[src/rtl/road_rom_arbiter.sv]
// Two-requester arbiter (solver / renderer) for the single-port road ROM.
// Define ROAD_ARB_FAIR_EN to enable the renderer starvation guard; otherwise strict solver priority.
module road_rom_arbiter #(
   parameter int AW      = 10,
   parameter int DW      = 64,
   parameter int MAXWAIT = 4
) (
   input  logic          clk,
   input  logic          rst,
   input  logic          s_req,
   input  logic [AW-1:0] s_addr,
   output logic          s_gnt,
   output logic          s_rvalid,
   output logic [DW-1:0] s_rdata,
   input  logic          r_req,
   input  logic [AW-1:0] r_addr,
   output logic          r_gnt,
   output logic          r_rvalid,
   output logic [DW-1:0] r_rdata,
   output logic [AW-1:0] rom_a,
   input  logic [DW-1:0] rom_d,
   output logic          busy,
   output logic [15:0]   r_stall
);

   typedef enum logic {IDLE = 1'b0, READ = 1'b1} state_t;

   state_t r_state;
   logic   r_owner;   // 0: solver, 1: renderer
   logic   w_r_win;

`ifdef ROAD_ARB_FAIR_EN
   logic [3:0] r_wcnt;
   logic       w_force_r;

   assign w_force_r = (r_wcnt == 4'(MAXWAIT));
   assign w_r_win   = r_req & (~s_req | w_force_r);

   // Counts consecutive contested solver wins; any gap in r_req forgives the wait.
   always_ff @(posedge clk or posedge rst) begin
      if (rst) begin
         r_wcnt <= 4'd0;
      end else if (!r_req) begin
         r_wcnt <= 4'd0;
      end else if (r_state == IDLE) begin
         if (w_r_win)
            r_wcnt <= 4'd0;
         else if (s_req)
            r_wcnt <= r_wcnt + 4'd1;
      end
   end
`else
   logic w_unused_maxwait;

   assign w_r_win          = r_req & ~s_req;
   assign w_unused_maxwait = (MAXWAIT > 0);
`endif

   always_ff @(posedge clk or posedge rst) begin
      if (rst) begin
         r_state  <= IDLE;
         r_owner  <= 1'b0;
         rom_a    <= '0;
         s_gnt    <= 1'b0;
         r_gnt    <= 1'b0;
         s_rvalid <= 1'b0;
         r_rvalid <= 1'b0;
         busy     <= 1'b0;
         s_rdata  <= '0;
         r_rdata  <= '0;
         r_stall  <= 16'd0;
      end else begin
         s_gnt    <= 1'b0;
         r_gnt    <= 1'b0;
         s_rvalid <= 1'b0;
         r_rvalid <= 1'b0;

         if (r_req && !r_gnt && (r_stall != 16'hFFFF))
            r_stall <= r_stall + 16'd1;

         case (r_state)
            IDLE: begin
               if (s_req || r_req) begin
                  r_state <= READ;
                  busy    <= 1'b1;
                  r_owner <= w_r_win;
                  if (w_r_win) begin
                     rom_a <= r_addr;
                     r_gnt <= 1'b1;
                  end else begin
                     rom_a <= s_addr;
                     s_gnt <= 1'b1;
                  end
               end
            end
            READ: begin
               // rom_d is a combinational read of rom_a, settled by now.
               r_state <= IDLE;
               busy    <= 1'b0;
               if (r_owner) begin
                  r_rdata  <= rom_d;
                  r_rvalid <= 1'b1;
               end else begin
                  s_rdata  <= rom_d;
                  s_rvalid <= 1'b1;
               end
            end
            default: r_state <= IDLE;
         endcase
      end
   end

endmodule

[config.mk]
export PLATFORM = sky130hd
export DESIGN_NAME = road_rom_arbiter
export DESIGN_NICKNAME = d
export VERILOG_FILES = /design/src/rtl/road_rom_arbiter.sv
export SDC_FILE = /design/constraint.sdc
export NUM_CORES = 1
export LEC_CHECK = 0
export ABC_AREA = 1
export BUFFER_PORTS_ARGS = -buffer_cell sky130_fd_sc_hd__buf_4
export CORE_MARGIN = 8
export CORE_UTILIZATION = 39
export DETAILED_ROUTE_END_ITERATION = 8
export PLACE_DENSITY = 0.73
export SETUP_SLACK_MARGIN = 0.1
export SYNTH_ARGS = -nofsm -noshare
export SYNTH_HDL_FRONTEND = slang
export SYNTH_SLANG_ARGS = --single-unit
[constraint.sdc]
create_clock -name clk -period 5.3 [get_ports clk]
set_input_delay 1.06 -clock clk [delete_from_list [all_inputs] [get_ports clk]]
set_output_delay 1.06 -clock clk [all_outputs]
set_load 0.02 [all_outputs]
==> impl_metrics.json, run 1 <==
{
  "syn_nets": 801,
  "ir_drop_v": 0.000257,
  "io_buffers": 246,
  "synth_area_um2": 6450,
  "maxCapViolations": 0,
  "synth_top_cells_by_area": "dfrtp_1 62%, nand2_1 12%, o21ai_0 11%",
  "crit_type": "in2reg",
  "worstSetupStartpointType": "input port",
  "first_global_vias": 5467,
  "worst-r2r-cell-count": 6,
  "drt_pass1_iterations": 5,
  "hold_path.class": "reg2reg",
  "syn2layout_area_growth_pct": 40.7,
  "cp_cell_sequence": "buf_4 > inv_1 > a21oi_1 > inv_1 > nand2_1 > o21ai_0",
  "reg2reg_slack_ps": 3070,
  "place_hpwl_um": 13100,
  "cp_slowest_cell": "a21oi_1",
  "synth-seq-cells": 161,
  "drv_slew": 0,
  "gp_congestion": 0.819,
  "arrival_ps": 2570,
  "htreeDepth": 4,
  "synthCells": 712,
  "fin_cells": 1180,
  "p_leak_nw": 4.73,
  "grt_overflow_total": 0,
  "ctsResizeCount": 0,
  "die_w_um": 145,
  "cts_hold_buf": 0,
  "row_count": 47,
  "r2r-end": "s_rdata[27]",
  "synth_top_area_frac": 0.625,
  "drive_gt1_frac": 0.310,
  "multi_input_comb_area_um2": 1950,
  "max-slew-margin-rel": 0.486,
  "max_freq_ghz": 0.437,
  "grt_max_degree": 94,
  "worst_pin_slew_ps": 770,
  "nNetsFinal": 1036,
  "yosysWarnings": 0,
  "hold_viol": 0,
  "place_area_um2": 8480,
  "syn_area_per_cell_um2": 9.06,
  "clock_latency_ps": 420,
  "placed_cells": 1148,
  "io_pins": 247,
  "wl_per_cell_um": 15.2,
  "holdWs_ps": 486,
  "outcome": "finished clean",
  "n_antenna_cell": 0,
  "grt_first_pass_wirelength_um": 28300,
  "worst_clock_skew_ps": 10.3,
  "worstSetupEndpointType": "flip-flop",
  "antenna_found_initial": 0,
  "die_h_um": 145,
  "yosys.area.top_type": "dfrtp_1",
  "cts.reportedPaths.clkPinSlew_ps": 70,
  "setup_violations": 0,
  "path_common_cell": "inv_1",
  "via_count": 5395,
  "root_buffer": "clkbuf_16",
  "register_area_um2": 4030,
  "ys_seq_area_frac": 0.625,
  "start_util": 0.394,
  "avgViaCountPerCell": 4.57,
  "core_area_um2": 16300,
  "postCtsSetupBuffers": 0,
  "tns_ps": 0,
  "wirelength_um": 17900,
  "critPathCapture": "rom_a[8]",
  "drcViolationCount": 0,
  "worst-endpoint-required_ps": 5580,
  "postLayoutCellArea_um2": 9070,
  "synth_cell_types": 24,
  "drt_iter0_markers": 271,
  "powerDensity_nw_per_um2": 514,
  "track_usage": 0.173,
  "period_needed_ps": 2290,
  "r2r_start": "r_state",
  "ant_nets": 0,
  "clk_path_buf_depth": 2,
  "startpoint": "s_req",
  "slowest_delay_ps": 630,
  "rsz0062_at_grt": "no",
  "die_area_um2": 20900,
  "dp_slack_ps": 2610,
  "clock-sinks": 161,
  "setup_ws_ps": 3010,
  "worstPathMaxFanout": 13,
  "cts_tree": "built",
  "cts_made_buffers": 17,
  "fin_crit_sh": 0.432,
  "fill_cells": 1530
}
[per-layer routing]
layer  GRT usage  vias up  wire length [µm]
li1            -     2711                 -
met5           0        -                 0
met1       0.206     2514              7470
met4      0.0657        0               433
met3      0.0561       23              1210
met2       0.284      147              8790
[sequential cells by signal, summed over array words and instances, names as in the netlist, 10 cells and up]
name and cells:
r_rdata 64, r_stall 16, rom_a 10, s_rdata 64
[cells in the final DEF (no fill, tap or decap), types with 5 or more instances in the layout]
| master | synthesis | layout |
|---|---|---|
| buf_4 | 0 | 249 |
| nand2_1 | 207 | 206 |
| dfrtp_1 | 161 | 161 |
| o21ai_0 | 144 | 144 |
| inv_1 | 86 | 85 |
| nor2_1 | 21 | 21 |
| clkbuf_16 | 0 | 17 |
| nand3_1 | 14 | 14 |
| a21oi_1 | 12 | 12 |
| o21ai_1 | 7 | 7 |
| nand4_1 | 5 | 5 |
[critical path, delay by kind of cell]
| family | cells | cell delay [ps] |
|---|---|---|
| AOI/OAI and AO/OA | 2 | 750 |
| buffers and inverters | 3 | 620 |
| and+or+nand+nor | 1 | 130 |
[synthesized netlist by cell type]
master    count
nand4_1       5
o21ai_0     144
nor2_1       21
o21ai_2       3
ha_1          1
inv_1        86
xnor2_1       1
inv_2         2
nor2_2        2
buf_1         2
nor2_4        4
buf_2         7
nand2_2       2
xor2_1        3
dfrtp_1     161
o21ai_1       7
nand2_1     207
buf_8         1
nand3b_1      1
nor3_1        1
clkbuf_1     24
nand3_1      14
nand2_4       1
a21oi_1      12
[worst min-delay path by stage]
stage                 from           to  slack (ps)  depth (start not counted)
2_1_floorplan      r_owner     s_rvalid         450                          1
3_3_place_gp   r_rdata[41]  r_rdata[41]         470                          2
3_5_place_dp   r_rdata[33]  r_rdata[33]         470                          2
4_1_cts               busy         busy         490                          2
5_1_grt               busy         busy         500                          2
6_report       r_rdata[10]  r_rdata[10]         490                          2
[cell type report]
class / instances / share of cell area
multi-input combinational: 429 / 0.215
sequential: 161 / 0.444
clock inverter: 15 / 0.0186
inverter: 88 / 0.0370
tap: 220 / 0.0303
clock buffer: 17 / 0.0469
timing repair buffer: 250 / 0.208
[metrics by stage]
step           power, mW  utilization
2_1_floorplan       2.67            -
3_3_place_gp        3.48        0.519
3_5_place_dp        3.51        0.519
4_1_cts             4.72        0.555
5_1_grt             4.94        0.555
6_report            4.66        0.555
[kinds of logic (layout without fill, tap and decap cells)]
group / after synthesis / count (layout) / synth area share
and+or+nand+nor: 258 / 258 / 0.163
AOI/OAI and AO/OA: 166 / 166 / 0.131
xor gates and xnor gates: 4 / 4 / 0.00543
adders and majority gates: 1 / 1 / 0.00194
DFF: 161 / 161 / 0.625
buffers and inverters: 122 / 370 / 0.0741
[power by group]
group	internal, mW	switching [mW]
Combinational	0.664	0.978
Sequential	1.60	0.228
Clock	0.633	0.561
(Power assumes the default switching activity.)
==> inputs of run 2 (changes only) <==
--- a/config.mk
+++ b/config.mk
@@ -10,7 +10,7 @@
 export CORE_MARGIN = 8
 export CORE_UTILIZATION = 39
 export DETAILED_ROUTE_END_ITERATION = 8
-export PLACE_DENSITY = 0.73
+export PLACE_DENSITY = 0.7
 export SETUP_SLACK_MARGIN = 0.1
 export SYNTH_ARGS = -nofsm -noshare
 export SYNTH_HDL_FRONTEND = slang
==> constraint.sdc (replaced) <==
create_clock -name clk -period 2.4 [get_ports clk]
set_input_delay 0.48 -clock clk [delete_from_list [all_inputs] [get_ports clk]]
set_output_delay 0.48 -clock clk [all_outputs]
set_load 0.02 [all_outputs]
==> impl_metrics.json, run 2 (synthesis results as in run 1) <==
{
  "row_count": 47,
  "grt_max_degree": 91,
  "drt_pass1_iterations": 6,
  "worst_pin_slew_ps": 643,
  "max_freq_ghz": 0.576,
  "root_buffer": "clkbuf_16",
  "gp_congestion": 0.814,
  "maxCapViolations": 0,
  "worst-endpoint-required_ps": 2710,
  "die_area_um2": 20900,
  "arrival_ps": 2050,
  "die_h_um": 145,
  "cts.reportedPaths.clkPinSlew_ps": 60,
  "core_area_um2": 16300,
  "syn2layout_area_growth_pct": 41.7,
  "ctsResizeCount": 0,
  "drive_gt1_frac": 0.313,
  "crit_type": "reg2reg",
  "cts_made_buffers": 17,
  "clk_path_buf_depth": 2,
  "n_antenna_cell": 0,
  "hold_path.class": "in2async",
  "worst_clock_skew_ps": 8.60,
  "io_pins": 247,
  "clock_latency_ps": 420,
  "period_needed_ps": 1740,
  "antenna_found_initial": 0,
  "worstSetupStartpointType": "flip-flop",
  "grt_first_pass_wirelength_um": 28000,
  "drt_iter0_markers": 271,
  "rsz0062_at_grt": "no",
  "outcome": "finished clean",
  "reg2reg_slack_ps": 660,
  "worstPathMaxFanout": 8,
  "clock-sinks": 161,
  "fill_cells": 1533,
  "grtUsageMet2": 0.272,
  "grt_use_met3": 0.0489,
  "die_w_um": 145,
  "ant_nets": 0,
  "busiest_layer": "met2",
  "cts_hold_buf": 0,
  "postCtsSetupBuffers": 0,
  "grt_overflow_total": 0,
  "track_usage": 0.172,
  "nNetsFinal": 1040,
  "globalRouteMet1Util": 0.212,
  "htreeDepth": 4,
  "final_cell_mix": "249 x buf_4, 206 x nand2_1, 161 x dfrtp_1",
  "powerDensity_nw_per_um2": 1130,
  "final_common_cell": "buf_4",
  "io_buffers": 246,
  "place_hpwl_um": 12900,
  "worstSetupEndpointType": "flip-flop",
  "fin_crit_sh": 0.724,
  "max-slew-margin-rel": 0.572,
  "multi_input_comb_area_um2": 1950,
  "wirelength_um": 17700,
  "p_leak_nw": 4.76,
  "cts_tree": "built",
  "holdWs_ps": 195,
  "worst-r2r-cell-count": 6,
  "first_global_vias": 5447,
  "register_area_um2": 4030,
  "via_count": 5386,
  "hold_viol": 0,
  "start_util": 0.394,
  "setup_violations": 0,
  "wl_per_cell_um": 15.0,
  "totalPowerFinal_mw": 10.3,
  "top_regs": "r_rdata (64), s_rdata (64), r_stall (16)",
  "drv_slew": 0,
  "drcViolationCount": 0,
  "ir_drop_v": 0.000545,
  "avgViaCountPerCell": 4.55
}
-- run 2: worst paths after layout --
path / from / to
worst max-delay path: r_stall[0] / r_stall[14]
worst min-delay path: rst / r_rdata[62]
worst max register to register: r_stall[0] / r_stall[14]
worst min register to register: s_rdata[9] / s_rdata[9]
max in group asynchronous: rst / s_rdata[41]
min in group clk: rom_d[29] / r_rdata[29]
-- run 2: worst max-delay path, stage by stage (launching register included) --
cell	delay, ps
dfrtp_1	480
ha_1	310
nand3_1	140
nor3_1	440
nand3_1	130
nand2_1	80
nand2_1	40
-- run 2: power by group --
group,internal [mW],switching [mW]
Combinational,1.49,2.14
Sequential,3.53,0.515
Clock,1.49,1.15
-- run 2: stage by stage --
stage          std cells  worst slack (ps)  TNS [ps]  area, µm²  utilization
2_1_floorplan        712              -123    -19780       6450            -
6_report            1184               663         0       9140        0.559
5_1_grt             1184               477         0       9140        0.559
4_1_cts             1184               679         0       9140        0.559
3_5_place_dp        1152               666         0       8560        0.523
3_3_place_gp        1152               698         0       8560        0.523
-- run 2: cell type report --
class / count / share of cell area
sequential: 161 / 0.441
timing repair buffer: 254 / 0.216
multi-input combinational: 429 / 0.213
clock inverter: 14 / 0.0153
clock buffer: 18 / 0.0481
tap: 220 / 0.0301
inverter: 88 / 0.0367
-- run 2: metal layers --
metal | part of all wire | wire [µm]
met1 | 0.42 | 7460
met2 | 0.48 | 8490
met3 | 0.068 | 1200
met4 | 0.032 | 569
met5 | 0 | 0
==> inputs of run 3 (changes only) <==
--- a/config.mk
+++ b/config.mk
@@ -10,7 +10,7 @@
 export CORE_MARGIN = 8
 export CORE_UTILIZATION = 39
 export DETAILED_ROUTE_END_ITERATION = 8
-export PLACE_DENSITY = 0.7
+export PLACE_DENSITY = 0.73
 export SETUP_SLACK_MARGIN = 0.1
 export SYNTH_ARGS = -nofsm -noshare
 export SYNTH_HDL_FRONTEND = slang
==> constraint.sdc (replaced) <==
create_clock -name clk -period 1.45 [get_ports clk]
set_input_delay 0.29 -clock clk [delete_from_list [all_inputs] [get_ports clk]]
set_output_delay 0.29 -clock clk [all_outputs]
set_load 0.02 [all_outputs]
==> impl_metrics.json, run 3 (synthesis results as in run 1) <==
{
  "outcome": "finished clean",
  "swShare": 0.363,
  "place_area_um2": 8760,
  "io_pins": 247,
  "hold_depth": 3,
  "gp_congestion": 0.816,
  "grt_first_pass_wirelength_um": 29000,
  "arrival_ps": 1720,
  "clk_path_buf_depth": 2,
  "drcViolationCount": 0,
  "powerDensity_nw_per_um2": 1840,
  "fin_crit_sh": 0.983,
  "worst-endpoint-required_ps": 1750,
  "worstSetupEndpointType": "flip-flop",
  "reg2reg_slack_ps": 20,
  "core_area_um2": 16300,
  "worst_pin_slew_ps": 360,
  "drt_pass1_iterations": 7,
  "grtUsageMet2": 0.294,
  "final_common_cell": "buf_4",
  "switching_power_mw": 6.47,
  "via_count": 5654,
  "period_needed_ps": 1430,
  "cts.reportedPaths.clkPinSlew_ps": 70,
  "p_leak_nw": 5.04,
  "drv_slew": 0,
  "hold_path.class": "in2reg",
  "tns_ps": 0,
  "grt_max_degree": 66,
  "n_antenna_cell": 0,
  "clock-sinks": 161,
  "busiest_layer": "met2",
  "worst-r2r-cell-count": 9,
  "grt_use_met3": 0.0532,
  "p_seq_frac": 0.375,
  "hold_start": "rom_d[14]",
  "track_usage": 0.178,
  "die_h_um": 145,
  "ant_nets": 0,
  "die_w_um": 145,
  "die_area_um2": 20900,
  "r2r_start": "r_stall[8]",
  "clock_latency_ps": 410,
  "start_util": 0.394,
  "fin_cells": 1223,
  "maxCapViolations": 0,
  "worstPathMaxFanout": 4,
  "drt_iter0_markers": 276,
  "syn2layout_area_growth_pct": 50.4,
  "avgViaCountPerCell": 4.62,
  "setup_violations": 0,
  "worstSetupStartpointType": "flip-flop",
  "worstHoldEndpoint": "s_rdata[14]",
  "row_count": 47,
  "holdWs_ps": 129,
  "max-slew-margin-rel": 0.760,
  "rsz0062_at_grt": "yes",
  "register_area_um2": 4040,
  "final_cell_mix": "265 x buf_4, 194 x nand2_1, 154 x dfrtp_1",
  "top_regs": "r_rdata (64), s_rdata (64), r_stall (16)",
  "worst_clock_skew_ps": 7.95,
  "htreeDepth": 4,
  "wl_per_cell_um": 15.5,
  "cts_tree": "built",
  "intPower_mw": 11.3,
  "root_buffer": "clkbuf_16",
  "place_hpwl_um": 13400,
  "first_global_vias": 5628,
  "antenna_found_initial": 0,
  "wirelength_um": 19000,
  "ir_drop_v": 0.000892,
  "hold_viol": 0,
  "p_clk_frac": 0.256,
  "max_freq_ghz": 0.702,
  "multi_input_comb_area_um2": 2060,
  "globalRouteMet1Util": 0.215,
  "io_buffers": 246,
  "grt_overflow_total": 0,
  "nNetsFinal": 1079,
  "placed_cells": 1174,
  "p_comb_frac": 0.369,
  "cts_made_buffers": 17,
  "drive_gt1_frac": 0.373,
  "postLayoutCellArea_um2": 9700,
  "fill_cells": 1423,
  "crit_type": "reg2reg",
  "r2r-end": "r_stall[8]"
}
[run 3: how the worst max path moves through the flow]
stage             endpoint        start  depth (start not counted)
5_1_grt         r_stall[8]  r_stall[10]                          9
3_3_place_gp    r_stall[3]   r_stall[0]                          9
4_1_cts        r_stall[10]  r_stall[10]                          2
3_5_place_dp    r_stall[5]   r_stall[0]                          9
2_1_floorplan         busy          rst                          1
6_report        r_stall[8]   r_stall[8]                          9
[run 3: cell type report]
cell class	instances	share of cell area
sequential	161	0.416
timing repair buffer	293	0.246
multi-input combinational	429	0.212
clock buffer	20	0.0471
inverter	88	0.0348
tap	220	0.0284
clock inverter	12	0.0150
[run 3: power groups by stage]
stage / sequential [mW] / combinational, mW / clock, mW
3_5_place_dp: 6.70 / 6.33 / 0
3_3_place_gp: 6.66 / 6.22 / 0
5_1_grt: 6.84 / 7.10 / 4.85
2_1_floorplan: 8.33 / 1.43 / 0
4_1_cts: 6.65 / 6.51 / 4.68
6_report: 6.67 / 6.57 / 4.56
[run 3: metrics by stage]
stage	worst slack, ps	power, mW	util
3_5_place_dp	51.0	13.0	0.536
6_report	24.5	17.8	0.593
5_1_grt	-52.2	18.8	0.593
4_1_cts	78.2	17.8	0.582
2_1_floorplan	-883	9.76	-
3_3_place_gp	83.1	12.9	0.536
[run 3: critical path, cell delays in order (launching register included)]
cell	delay, ps
dfrtp_1	370
buf_4	140
nand2_2	70
nor2_2	170
nand2_2	80
nor2_4	130
nor2_4	70
buf_4	150
nand2_1	60
o21ai_1	70
[run 3: what timing repair did]
action / in CTS / in global routing
pin swaps: 4 / 3
hold endpoints to repair: 4 / 0
hold buffers: 1 / 0
buffers inserted: 10 / 5
setup endpoints to repair: 21 / 104
resized for setup: 21 / 43
cloned: 0 / 1
[run 3: routing by layer]
metal / wire (µm) / part of all wire / up-vias
met3: 1390 / 0.073 / 25
met4: 437 / 0.023 / 0
met5: 0 / 0 / -
met1: 7520 / 0.40 / 2633
li1: - / - / 2805
met2: 9650 / 0.51 / 191
